`src/rtl/stream_mux_pkg.sv`:
```
// Shared types for the stream multiplexer.
package stream_mux_pkg;

   typedef enum logic {
      MODE_SELECT = 1'b0,
      MODE_RR     = 1'b1
   } mode_e;

   typedef enum logic {
      ST_IDLE   = 1'b0,
      ST_LOCKED = 1'b1
   } state_e;

endpackage

```
`src/rtl/stream_mux_if.sv`:
```
// Multi-producer / single-consumer valid-ready bundle for stream_mux.
interface stream_mux_if
   import stream_mux_pkg::*;
#(
   parameter int NUM_CH = 4,
   parameter int WIDTH  = 8
);
   localparam int CH_W = $clog2(NUM_CH);

   logic [NUM_CH-1:0]       in_valid;
   logic [NUM_CH*WIDTH-1:0] in_data;
   logic [NUM_CH-1:0]       in_last;
   logic [NUM_CH-1:0]       in_ready;
   logic                    out_valid;
   logic [WIDTH-1:0]        out_data;
   logic                    out_last;
   logic [CH_W-1:0]         out_ch;
   logic                    out_ready;

   // Producer/consumer side (testbench or surrounding fabric).
   modport master (
      output in_valid, in_data, in_last, out_ready,
      input  in_ready, out_valid, out_data, out_last, out_ch
   );

   // Multiplexer side.
   modport slave (
      input  in_valid, in_data, in_last, out_ready,
      output in_ready, out_valid, out_data, out_last, out_ch
   );
endinterface

```
`src/rtl/stream_mux_rr_pick.sv`:
```
// Combinational round-robin picker: first set request at or above ptr, wrapping.
module rr_pick
   import stream_mux_pkg::*;
#(
   parameter int NUM_CH = 4,
   localparam int CH_W  = $clog2(NUM_CH)
) (
   input  logic [NUM_CH-1:0] req,
   input  logic [CH_W-1:0]   ptr,
   output logic              found,
   output logic [CH_W-1:0]   idx
);

   // Rotation, priority encode and un-rotation folded into one scan:
   // position j of the rotated vector is channel (ptr + j) mod NUM_CH.
   always_comb begin
      int unsigned k;
      found = 1'b0;
      idx   = '0;
      for (int unsigned j = 0; j < NUM_CH; j++) begin
         k = j + 32'(ptr);
         if (k >= NUM_CH) k = k - NUM_CH;
         if (!found && req[k]) begin
            found = 1'b1;
            idx   = CH_W'(k);
         end
      end
   end

endmodule

```
`src/rtl/stream_mux.sv`:
```
// N-channel packet-aware stream multiplexer with registered output stage.
module stream_mux
   import stream_mux_pkg::*;
#(
   parameter int NUM_CH = 4,
   parameter int WIDTH  = 8,
   localparam int CH_W  = $clog2(NUM_CH)
) (
   input  logic            clk,
   input  logic            rst_n,
   input  logic            mode,
   input  logic [CH_W-1:0] sel,
   output logic            busy,
   stream_mux_if.slave     bus
);

   state_e          state;
   logic [CH_W-1:0] grant;
   logic [CH_W-1:0] rr_ptr;

   logic            load;
   logic            rr_found;
   logic [CH_W-1:0] rr_idx;
   logic            sel_found;
   logic            cand_found;
   logic [CH_W-1:0] cand_idx;
   logic            active_found;
   logic [CH_W-1:0] active_idx;
   logic            src_valid;
   logic            src_last;
   logic [WIDTH-1:0] src_data;
   logic            xfer;

   rr_pick #(.NUM_CH(NUM_CH)) u_rr_pick (
      .req   (bus.in_valid),
      .ptr   (rr_ptr),
      .found (rr_found),
      .idx   (rr_idx)
   );

   assign load = !bus.out_valid || bus.out_ready;

   // Candidate in IDLE (select or round-robin); the grant owns the mux while LOCKED.
   always_comb begin
      sel_found = 1'b0;
      for (int unsigned i = 0; i < NUM_CH; i++) begin
         if (sel == CH_W'(i) && bus.in_valid[i]) sel_found = 1'b1;
      end
      if (mode == MODE_RR) begin
         cand_found = rr_found;
         cand_idx   = rr_idx;
      end else begin
         cand_found = sel_found;
         cand_idx   = sel;
      end
      if (state == ST_LOCKED) begin
         active_found = 1'b1;
         active_idx   = grant;
      end else begin
         active_found = cand_found;
         active_idx   = cand_idx;
      end
   end

   // Source beat mux and one-hot ready towards the active channel.
   always_comb begin
      src_valid    = 1'b0;
      src_last     = 1'b0;
      src_data     = '0;
      bus.in_ready = '0;
      for (int unsigned i = 0; i < NUM_CH; i++) begin
         if (active_idx == CH_W'(i)) begin
            src_valid       = bus.in_valid[i];
            src_last        = bus.in_last[i];
            src_data        = bus.in_data[i*WIDTH +: WIDTH];
            bus.in_ready[i] = rst_n && load && active_found;
         end
      end
      xfer = load && active_found && src_valid;
   end

   // Packet lock and round-robin pointer; the pointer wraps by compare so odd NUM_CH works.
   always_ff @(posedge clk or negedge rst_n) begin
      if (!rst_n) begin
         state  <= ST_IDLE;
         grant  <= '0;
         rr_ptr <= '0;
      end else if (xfer) begin
         if (src_last) begin
            state  <= ST_IDLE;
            rr_ptr <= (active_idx == CH_W'(NUM_CH - 1)) ? '0 : active_idx + 1'b1;
         end else begin
            state <= ST_LOCKED;
            grant <= active_idx;
         end
      end
   end

   // Output register: load on transfer, otherwise drain when the consumer accepts.
   always_ff @(posedge clk or negedge rst_n) begin
      if (!rst_n) begin
         bus.out_valid <= 1'b0;
         bus.out_data  <= '0;
         bus.out_last  <= 1'b0;
         bus.out_ch    <= '0;
      end else if (xfer) begin
         bus.out_valid <= 1'b1;
         bus.out_data  <= src_data;
         bus.out_last  <= src_last;
         bus.out_ch    <= active_idx;
      end else if (bus.out_ready) begin
         bus.out_valid <= 1'b0;
      end
   end

   assign busy = (state == ST_LOCKED);

endmodule

```
`src/flat_wrapper.sv`:
```
// flat-port wrapper written by rule: the top's interface ports become plain ports
module stream_mux_flat import stream_mux_pkg::*;
#(
   parameter int NUM_CH = 4,
   parameter int WIDTH  = 8,
   localparam int CH_W  = $clog2(NUM_CH)
)
  (clk, rst_n, mode, sel, busy, bus_in_valid, bus_in_data, bus_in_last, bus_out_ready, bus_in_ready, bus_out_valid, bus_out_data, bus_out_last, bus_out_ch);
  stream_mux_if #(.NUM_CH(NUM_CH), .WIDTH(WIDTH)) bus_i ();
  input  logic clk;
  input  logic rst_n;
  input  logic mode;
  input  logic [CH_W-1:0] sel;
  output logic busy;
  input wire logic [$bits(bus_i.in_valid)-1:0] bus_in_valid;
  input wire logic [$bits(bus_i.in_data)-1:0] bus_in_data;
  input wire logic [$bits(bus_i.in_last)-1:0] bus_in_last;
  input wire logic [$bits(bus_i.out_ready)-1:0] bus_out_ready;
  output wire logic [$bits(bus_i.in_ready)-1:0] bus_in_ready;
  output wire logic [$bits(bus_i.out_valid)-1:0] bus_out_valid;
  output wire logic [$bits(bus_i.out_data)-1:0] bus_out_data;
  output wire logic [$bits(bus_i.out_last)-1:0] bus_out_last;
  output wire logic [$bits(bus_i.out_ch)-1:0] bus_out_ch;
  assign bus_i.in_valid = bus_in_valid;
  assign bus_i.in_data = bus_in_data;
  assign bus_i.in_last = bus_in_last;
  assign bus_i.out_ready = bus_out_ready;
  assign bus_in_ready = bus_i.in_ready;
  assign bus_out_valid = bus_i.out_valid;
  assign bus_out_data = bus_i.out_data;
  assign bus_out_last = bus_i.out_last;
  assign bus_out_ch = bus_i.out_ch;
  stream_mux #(.NUM_CH(NUM_CH), .WIDTH(WIDTH)) u_core (.clk(clk), .rst_n(rst_n), .mode(mode), .sel(sel), .busy(busy), .bus(bus_i));
endmodule
```
`config.mk`:
```
export PLATFORM = sky130hd
export DESIGN_NAME = stream_mux_flat
export DESIGN_NICKNAME = d
export VERILOG_FILES = /design/src/rtl/stream_mux_pkg.sv /design/src/rtl/stream_mux_if.sv /design/src/rtl/stream_mux_rr_pick.sv /design/src/rtl/stream_mux.sv /design/src/flat_wrapper.sv
export SDC_FILE = /design/constraint.sdc
export NUM_CORES = 1
export LEC_CHECK = 0
export BUFFER_PORTS_ARGS = -buffer_cell sky130_fd_sc_hd__buf_2
export CAP_MARGIN = 20
export CORE_UTILIZATION = 42
export DETAILED_ROUTE_END_ITERATION = 16
export PLACE_DENSITY = 0.81
export SLEW_MARGIN = 30
export SYNTH_ARGS = -nofsm -noshare
export SYNTH_HDL_FRONTEND = slang
export SYNTH_SLANG_ARGS = --single-unit
```
`constraint.sdc`:
```
create_clock -name clk -period 2.8 [get_ports clk]
set_clock_uncertainty 0.2 [all_clocks]
set_input_delay 0.28 -clock clk [delete_from_list [all_inputs] [get_ports clk]]
set_output_delay 0.28 -clock clk [all_outputs]
set_load 0.01 [all_outputs]
```
Word level (Yosys, flattened, before mapping)

Cells that the tools add are included.

Bits in registers: 17
Output and inout bits: 17
Word-level logic and storage cells: 99
Bits of input ports: 46

Multiplexer cells: 48
Magnitude comparators: 8
Reduce and logical (&&, ||, !) cells: 21
Bitwise logic cells: 1
$add $sub $neg: 8
Eq/ne operators: 6

Operators by type and width:

| kind                | count |
|---|---|
| $lt 32x3->1 const B | 4 |
| $mux 32             | 4 |
| $mux 8              | 4 |
| $mux 1              | 29 |
| $mux 2              | 7 |
| $sub 3x3->4 const B | 3 |
| $logic_and 1x1->1   | 11 |
| $ge 3x3->1 const B  | 3 |
| $bmux 1 s2          | 4 |
| $eq 2x2->1 const B  | 4 |
| $add 2x2->3 const A | 2 |
| $eq 2x1->1 const B  | 2 |
| $logic_not 1->1     | 4 |
| $logic_not 2->1     | 2 |
| $reduce_and 2->1    | 2 |
| $sub 2x3->4 const B | 1 |
| $add 1x2->3 const A | 1 |
| $ge 2x3->1 const B  | 1 |
| $add 2x1->2 const B | 1 |
| $reduce_bool 2->1   | 1 |
| $logic_or 1x1->1    | 1 |
| $not 1->1           | 1 |

Longest topological paths before layout

Gate-level depths: netlist of the first run.

Depth in word-level cells: 23
Depth in mapped cells: 13
Gate-level depth less buffers: 11

Cells and area by module

From an unflattened synthesis of the first run, not the netlist that was laid out.

Cells, all modules: 132
Area, all modules: 1,280.0 µm²

Modules (own cells, without submodules):

| module     | area an instance (µm²) | cells each | seq. area each (µm²) | instances |
|---|---|---|---|---|
| stream_mux | 1,202.4                | 117        | 425.4                | 1 |
| rr_pick    | 77.6                   | 15         | 0.0                  | 1 |

Worst setup path before layout of the first run

Ideal clock, no wire load.

Path type: in2reg
From: input bus_in_valid[3]
To: register u_core.rr_ptr[1]
Required time: 2,472 ps
Slack: -208 ps
Stages: 13
Arrival time: 2,681 ps
Buffers on the path: 2
Setup time: 128 ps
Cell sequence: buf_2 > nand4b_1 > o31ai_1 > o41ai_1 > mux2_2 > inv_1 > ha_1 > nor2b_2 > buf_6 > a221oi_2 > o31ai_4 > nor3b_2 > mux2_1

Longest elaborated chain between the ends: 21
Elaborated cells between the ends (all ways): 45
Those cells by class: 1 x add/sub; 3 x eq/ne; 30 x mux; 11 x reduce/logical

RTL lines:

| item                              | RTL line                 | text |
|---|---|---|
| start, declared                   | flat_wrapper.sv:15       | `input wire logic [$bits(bus_i.in_valid)-1:0] bus_in_valid;` |
| $bmux 1 s2                        | stream_mux_rr_pick.sv:23 | `if (!found && req[k]) begin` |
| $mux 1 (implied by the code)      | stream_mux_rr_pick.sv:23 |  |
| $mux 1                            | stream_mux_rr_pick.sv:23 |  |
| $logic_not 1->1                   | stream_mux_rr_pick.sv:23 |  |
| $logic_and 1x1->1                 | stream_mux_rr_pick.sv:23 |  |
| $mux 1                            | stream_mux_rr_pick.sv:23 |  |
| $logic_not 1->1                   | stream_mux_rr_pick.sv:23 |  |
| $logic_and 1x1->1                 | stream_mux_rr_pick.sv:23 |  |
| [3 not listed]                    | -                        |  |
| $mux 2 *                          | stream_mux_rr_pick.sv:23 |  |
| $mux 2 *                          | stream_mux.sv:49         | `if (mode == MODE_RR) begin` |
| $mux 2 *                          | stream_mux.sv:56         | `if (state == ST_LOCKED) begin` |
| via u_core.active_idx[1]          | stream_mux.sv:28         | `logic [CH_W-1:0] active_idx;` |
| $logic_not 2->1                   | stream_mux.sv:72         | `if (active_idx == CH_W'(i)) begin` |
| $mux 1 (4 in series)              | stream_mux.sv:72         |  |
| $logic_and 1x1->1                 | stream_mux.sv:79         | `xfer = load && active_found && src_valid;` |
| $reduce_and 2->1 (no source line) | -                        |  |
| end signal, assigned              | stream_mux.sv:91         | `rr_ptr <= (active_idx == CH_W'(NUM_CH - 1)) ? '0 : active_idx + 1'b1;` |
| end, declared                     | stream_mux.sv:19         | `logic [CH_W-1:0] rr_ptr;` |

Mark *: on every way through the listed nets, which the timed path passes. The rest lies on a longest branch. The select of a mux whose other input is x is not followed.
A chain may end at the register's enable or synchronous reset.

Worst setup path in the final report of the first run

From: register u_core.rr_ptr[1]
To: register u_core.grant[1]

Longest elaborated chain between the ends: 23
Elaborated cells between the ends (all ways): 57
Those cells by class: 7 x add/sub; 4 x order compare; 3 x eq/ne; 32 x mux; 1 x bitwise; 10 x reduce/logical

RTL lines:

| item                                                                 | RTL line                 | text |
|---|---|---|
| parallel branches: the longest is 13 deep, another holds $sub 3x3->4 | -                        |  |
| $mux 2 *                                                             | stream_mux_rr_pick.sv:23 |  |
| $mux 2 *                                                             | stream_mux.sv:49         |  |
| $mux 2 *                                                             | stream_mux.sv:56         |  |
| via u_core.active_idx[0]                                             | stream_mux.sv:28         |  |
| $logic_not 2->1                                                      | stream_mux.sv:72         |  |
| $mux 1 (4 in series)                                                 | stream_mux.sv:72         |  |
| $logic_and 1x1->1 or $not 1->1 (tied branches)                       | -                        |  |
| $reduce_and 2->1 (no source line) *                                  | -                        |  |
| end signal, assigned                                                 | stream_mux.sv:94         | `grant <= active_idx;` |
| end, declared                                                        | stream_mux.sv:18         | `logic [CH_W-1:0] grant;` |

Mark *: on every way through the listed nets, which the timed path passes. The select of a mux whose other input is x is not followed.

==> impl_metrics.toml, run 1 <==
[layout]
diodes = 0
drive_above_1_share_pct = 62.3
num-nets-final = 282
syn_to_final_growth_pct = 65.1

[power_and_ir_drop]
p_leak_uw = 0.00105
vdd_drop_max_mv = 0.850
power_density_nw_per_um2 = 1310
power_uw = 2870

[worst_setup_path]
r2r.worst_path.cells = 11
critical_path.max_stage_delay_ps = 470
r2r_end = "u_core.grant[1]"
path_class = "reg2reg"
crit_chain = "o311ai_1 > o221ai_2 > nand2_1 > inv_2 > ha_4 > nor2b_4 > o21ai_2 > o31ai_4 > buf_6 > nor4_4 > mux2_4"
worstPathRequired_ps = 2800
startpoint = "u_core.rr_ptr[1]"
startpoint_type = "flip-flop"
ff2ff_setup_slack_ps = -240
crit_path_end = "u_core.grant[1]"
crit_path_end_kind = "flip-flop"
critPathSlowestCell = "dfrtp_2"
cp_max_fo = 6
r2r-start = "u_core.rr_ptr[1]"
arrival_ps = 3040

[floorplanning]
dieArea_sq_um = 3390
start_util_pct = 43.8
io_pins = 63
core_sq_um = 3030
die_w_um = 58.2
die_h_um = 58.2
rows = 20

[grt]
grt_pass1_vias = 1353
grt_pass1_wl_um = 6260
overflow = 0
grt_usage_pct = 24.1
grt_max_degree = 19
antenna_found_initial = 0

[clock_tree]
clk_pin_slew_ps = 110
numCtsBuffers = 3
h-tree-depth = 1
clock_sinks = 17
cts_root_buf = "clkbuf_4"
cts.path.max_buffers = 2
cts_tree = "built"
clk_latency_ps = 300

[synthesis]
synth_compound_area_share_pct = 24.5
synth_top_area_share_pct = 32.0
yosysWarnings = 0
synth_ff_type = "dfrtp_1"
synth_xor_area_share_pct = 0
synth_enable_flop_cells = 0
syn_area_per_cell_sq_um = 9.69
synth-simple-area-share_pct = 20.1
synth_seq_cells = 17
synth_mux_area_share_pct = 15.0
synth_top_family_by_area = "compound AO/OA/AOI/OAI gates"
async_flop_share_pct = 100
synth_area_sq_um = 1330
synth-seq-area-share_pct = 32.0
synth.net_count = 187
synth_top_area_cell = "dfrtp_1"
syn_inst = 137
synth_common_cells = "17 x dfrtp_1, 17 x nand2_1, 9 x mux2_4, 9 x nor2b_1, 8 x o31ai_1"
synth_cell_type_count = 42
synthAdderAreaFrac_pct = 3.77
ys_top_cells_by_area = "dfrtp_1 32%, mux2_4 10%, nand2_1 4.8%, a221oi_1 4.6%, o31ai_1 4.5%"

[sta]
max_freq_mhz = 329
period_needed_ps = 3040
slew_headroom_pct = 72.1
tightest_slew_ps = 412
rsz0062_at_grt = "yes"
slew_viol_final = 0
fin_crit_sh_pct = 109
setup_viol = 17
finalHoldViolations = 0
worst_slack_ps = -238
setup_tns_ps = -2030

[hold_path]
min-delay-path-class = "in2reg"
hp-start = "bus_out_ready"

[drt]
vias = 1538
dr.pass1.iters = 4
dr.first_iter.drc_count = 128
drc = 0
routed_wl_um = 4540
ant_nets = 0
vias_per_cell = 5.59
routedWlPerCell_um = 16.5

[placed_design]
io_buffers = 62
hpwlAfterDp_um = 2990
gp_congestion = 0.776
place_ws_ps = -325

[outcome]
status = "complete, but fails checks"
violations = "negative setup slack"

[flow_run]
max_cap_violations = 0
==> worst max-delay path, delay by kind of cell, from the launching register on <==
| kind | cells | cell delay, ps |
|---|---|---|
| and+or+nand+nor | 3 | 550 |
| adders and majority gates | 1 | 190 |
| muxes | 1 | 330 |
| AOI/OAI and AO/OA | 4 | 920 |
| buffers and inverters | 2 | 240 |
| DFF | 1 | 470 |
==> stage by stage <==
stage	std cells	instance area [sq um]	hold slack, ps	utilization, %
6_report	275	2190	97.0	72.4
5_1_grt	275	2190	100	72.4
4_1_cts	273	2080	113	68.6
3_5_place_dp	261	1910	33.5	63.1
3_3_place_gp	261	1910	27.0	63.1
2_1_floorplan	137	1390	-216	-
==> cells by family (layout without fill, tap and decap cells) <==
kind of cell	count (synthesis)	in the layout
AOI/OAI and AO/OA	39	39
muxes	15	15
and+or+nand+nor	48	48
adders and majority gates	4	4
DFF	17	17
buffers and inverters	14	108
==> state kept, by name, summed over array words and instances (netlist names) <==
signal and count:
u_core.bus.out_data 8, u_core.bus.out_ch 2, u_core.grant 2, u_core.rr_ptr 2, u_core.bus.out_last 1, u_core.bus.out_valid 1, u_core.busy 1
==> layout make-up <==
type / instances / area [sq um]
flip-flops and latches: 17 / 429
repair buffers: 97 / 632
inverters: 7 / 28.8
multi-input cells: 106 / 1020
clock inverters: 1 / 5.00
fillers: 200 / 836
well taps: 44 / 55.1
clock buffers: 3 / 22.5
==> cell usage in the layout (no fill, tap or decap), drive strengths merged, types with 2 or more instances in the layout <==
cell / instances
inv: 7
o31ai: 10
dfrtp: 17
nand3: 2
nor2b: 10
nand2: 17
mux2i: 3
a21oi: 5
nor3b: 2
ha: 4
and2: 4
buf: 96
nor2: 7
clkbuf: 3
o21ai: 6
nand3b: 2
a221oi: 8
mux2: 12
==> power by group <==
part / internal, uW / switching, uW / total [uW]
clock network: 53.2 / 82.1 / 135
logic: 1220 / 1050 / 2270
registers: 379 / 81.9 / 461
total: 1650 / 1220 / 2870
==> timing repair <==
action | in CTS | in global routing
hold buffers | 1 | 0
setup endpoints to repair | 19 | 19
resized for setup | 14 | 26
hold endpoints to repair | 17 | 0
pin swaps | 7 | 11
buffers inserted | 8 | 2
==> how the worst min path moves through the flow <==
stage,to,depth (start not counted)
after detailed placement,u_core.bus.out_data[5],1
after CTS,u_core.bus.out_valid,3
final,u_core.bus.out_valid,3
after floorplan,u_core.bus.out_ch[0],0
after global placement,u_core.bus.out_data[2],1
after global routing,u_core.bus.out_valid,3
==> per-layer routing <==
layer	track usage, %	vias to the layer above	routed length (um)
met4	6.46	0	135
met2	39.9	87	2220
met5	0	-	0
li1	-	694	-
met3	3.13	18	326
met1	33.1	739	1860
Note: power is estimated with default switching activity, not from simulation.
==> run 2: changes to the inputs <==
--- a/config.mk
+++ b/config.mk
@@ -9,7 +9,7 @@
 export CAP_MARGIN = 20
 export CORE_UTILIZATION = 42
 export DETAILED_ROUTE_END_ITERATION = 16
-export PLACE_DENSITY = 0.81
+export PLACE_DENSITY = 0.76
 export SLEW_MARGIN = 30
 export SYNTH_ARGS = -nofsm -noshare
 export SYNTH_HDL_FRONTEND = slang
==> impl_metrics.toml, run 2 (synthesis gave the netlist of run 1 again) <==
[outcome]
status = "complete, but fails checks"
violations = "negative setup slack"

[drt]
drc = 0
dr.first_iter.drc_count = 67
vias = 1472
dr.pass1.iters = 8
vias_per_cell = 5.29
routed_wl_um = 4340
routedWlPerCell_um = 15.6
ant_nets = 0

[floorplanning]
rows = 20
core_sq_um = 3030
io_pins = 63
die_w_um = 58.2
dieArea_sq_um = 3390
start_util_pct = 43.8
die_h_um = 58.2

[layout]
largest_reg_flops = 8
fin_util_pct = 71.2
drive_above_1_share_pct = 59.4
diodes = 0
num-nets-final = 285
stdcell_count = 278
regMostFlops = "u_core.bus.out_data"
final_common_cell = "buf_2"
final_cell_area_sq_um = 2160
syn_to_final_growth_pct = 62.5
final_cell_mix = "62 x buf_2, 30 x buf_4, 17 x nand2_1"

[grt]
grt_pass1_wl_um = 6500
grt_pass1_vias = 1390
grt_usage_pct = 25.3
grt_max_degree = 19
overflow = 0
antenna_found_initial = 0

[clock_tree]
cts_root_buf = "clkbuf_4"
cts_tree = "built"
clk_latency_ps = 290
clk_pin_slew_ps = 100
numCtsBuffers = 3
clock_sinks = 17
cts.path.max_buffers = 2
h-tree-depth = 1

[sta]
period_needed_ps = 3050
finalHoldViolations = 0
tightest_slew_ps = 415
worst_slack_ps = -247
fin_crit_sh_pct = 109
setup_viol = 15
slew_headroom_pct = 72.1
slew_viol_final = 0
rsz0062_at_grt = "yes"
max_freq_mhz = 328

[worst_setup_path]
startpoint_type = "flip-flop"
path_class = "reg2reg"
crit_path_end_kind = "flip-flop"
arrival_ps = 3030
ff2ff_setup_slack_ps = -250
cp_max_fo = 4
worstPathRequired_ps = 2790

[power_and_ir_drop]
power_uw = 2800
p_sw_share_pct = 41.8
switchingPower_uw = 1170
vdd_drop_max_mv = 0.771
power.share.combinational_pct = 78.8
p_leak_uw = 0.00105
power.internal_uw = 1630
power_density_nw_per_um2 = 1300
pwr-share-seq_pct = 16.6
p_clk_share_pct = 4.7

[placed_design]
hpwlAfterDp_um = 3170
place_inst = 263
io_buffers = 62
place_ws_ps = -311
gp_congestion = 0.841
dpl_cell_area_sq_um = 1910

[flow_run]
max_cap_violations = 0

[hold_path]
min-delay-path-class = "in2reg"
-- run 2: changes by cell type in the layout (fill, tap and decap cells not counted), moves of 2 or more --
cell,change
buf_4,+6
buf_6,-4
nor2b_1,+2
o21ai_0,-2
o21ai_1,+2
-- run 2: final cells by class --
| type | count | area (sq um) |
|---|---|---|
| Timing Repair Buffer | 100 | 637 |
| Inverter | 7 | 28.8 |
| Fill cell | 209 | 871 |
| Clock buffer | 4 | 26.3 |
| Sequential cell | 17 | 428 |
| Tap cell | 44 | 55.1 |
| Multi-Input combinational cell | 106 | 982 |
-- run 2: final timing paths --
| path | start | to | depth (start not counted) |
|---|---|---|---|
| worst max register to register | u_core.rr_ptr[0] | u_core.grant[1] | 13 |
| worst max-delay path | u_core.rr_ptr[0] | u_core.grant[1] | 13 |
| worst min register to register | u_core.bus.out_last | u_core.bus.out_last | 1 |
| max in group asynchronous | rst_n | u_core.rr_ptr[1] | 2 |
| min in group asynchronous | rst_n | u_core.bus.out_ch[0] | 2 |
| worst min-delay path | bus_out_ready | u_core.bus.out_valid | 3 |
-- run 2: per-layer routing --
layer  GRT usage [%]  up-vias  wire, um
li1                -      701         -
met1            32.7      711      1860
met2            43.3       51      2230
met3            3.35        9       164
met4            8.50        0        74
met5               0        -         0
-- run 2: critical path, cell delays in order, from the launching register on --
cell and delay (ps):
dfrtp_1 460, nand4b_1 140, o31ai_2 80, o41ai_2 410
mux2_4 250, buf_4 130, buf_6 110, ha_4 150
nand2_1 90, o21ai_2 90, o31ai_4 100, buf_6 140
nor4_4 260, mux2_4 330
-- run 2: what timing repair did --
item / in CTS / in global routing
hold endpoints to repair: 17 / 0
pin swaps: 9 / 5
buffers inserted: 9 / 1
hold buffers: 1 / 0
setup endpoints to repair: 20 / 20
resized for setup: 16 / 12
-- run 2: power by group through the flow --
stage / clock network (uW) / logic [uW] / registers (uW)
floorplan: 0 / 1140 / 502
global placement: 0 / 1670 / 452
detailed placement: 0 / 1740 / 463
CTS: 130 / 2060 / 460
global route: 143 / 2350 / 476
finish: 131 / 2200 / 464
-- run 2: through the flow --
step | hold slack [ps] | setup TNS [ps]
2_1_floorplan | -216 | -1330
3_3_place_gp | 19.9 | -2370
3_5_place_dp | 27.6 | -4300
4_1_cts | 138 | -1570
5_1_grt | 138 | -4430
6_report | 132 | -2810
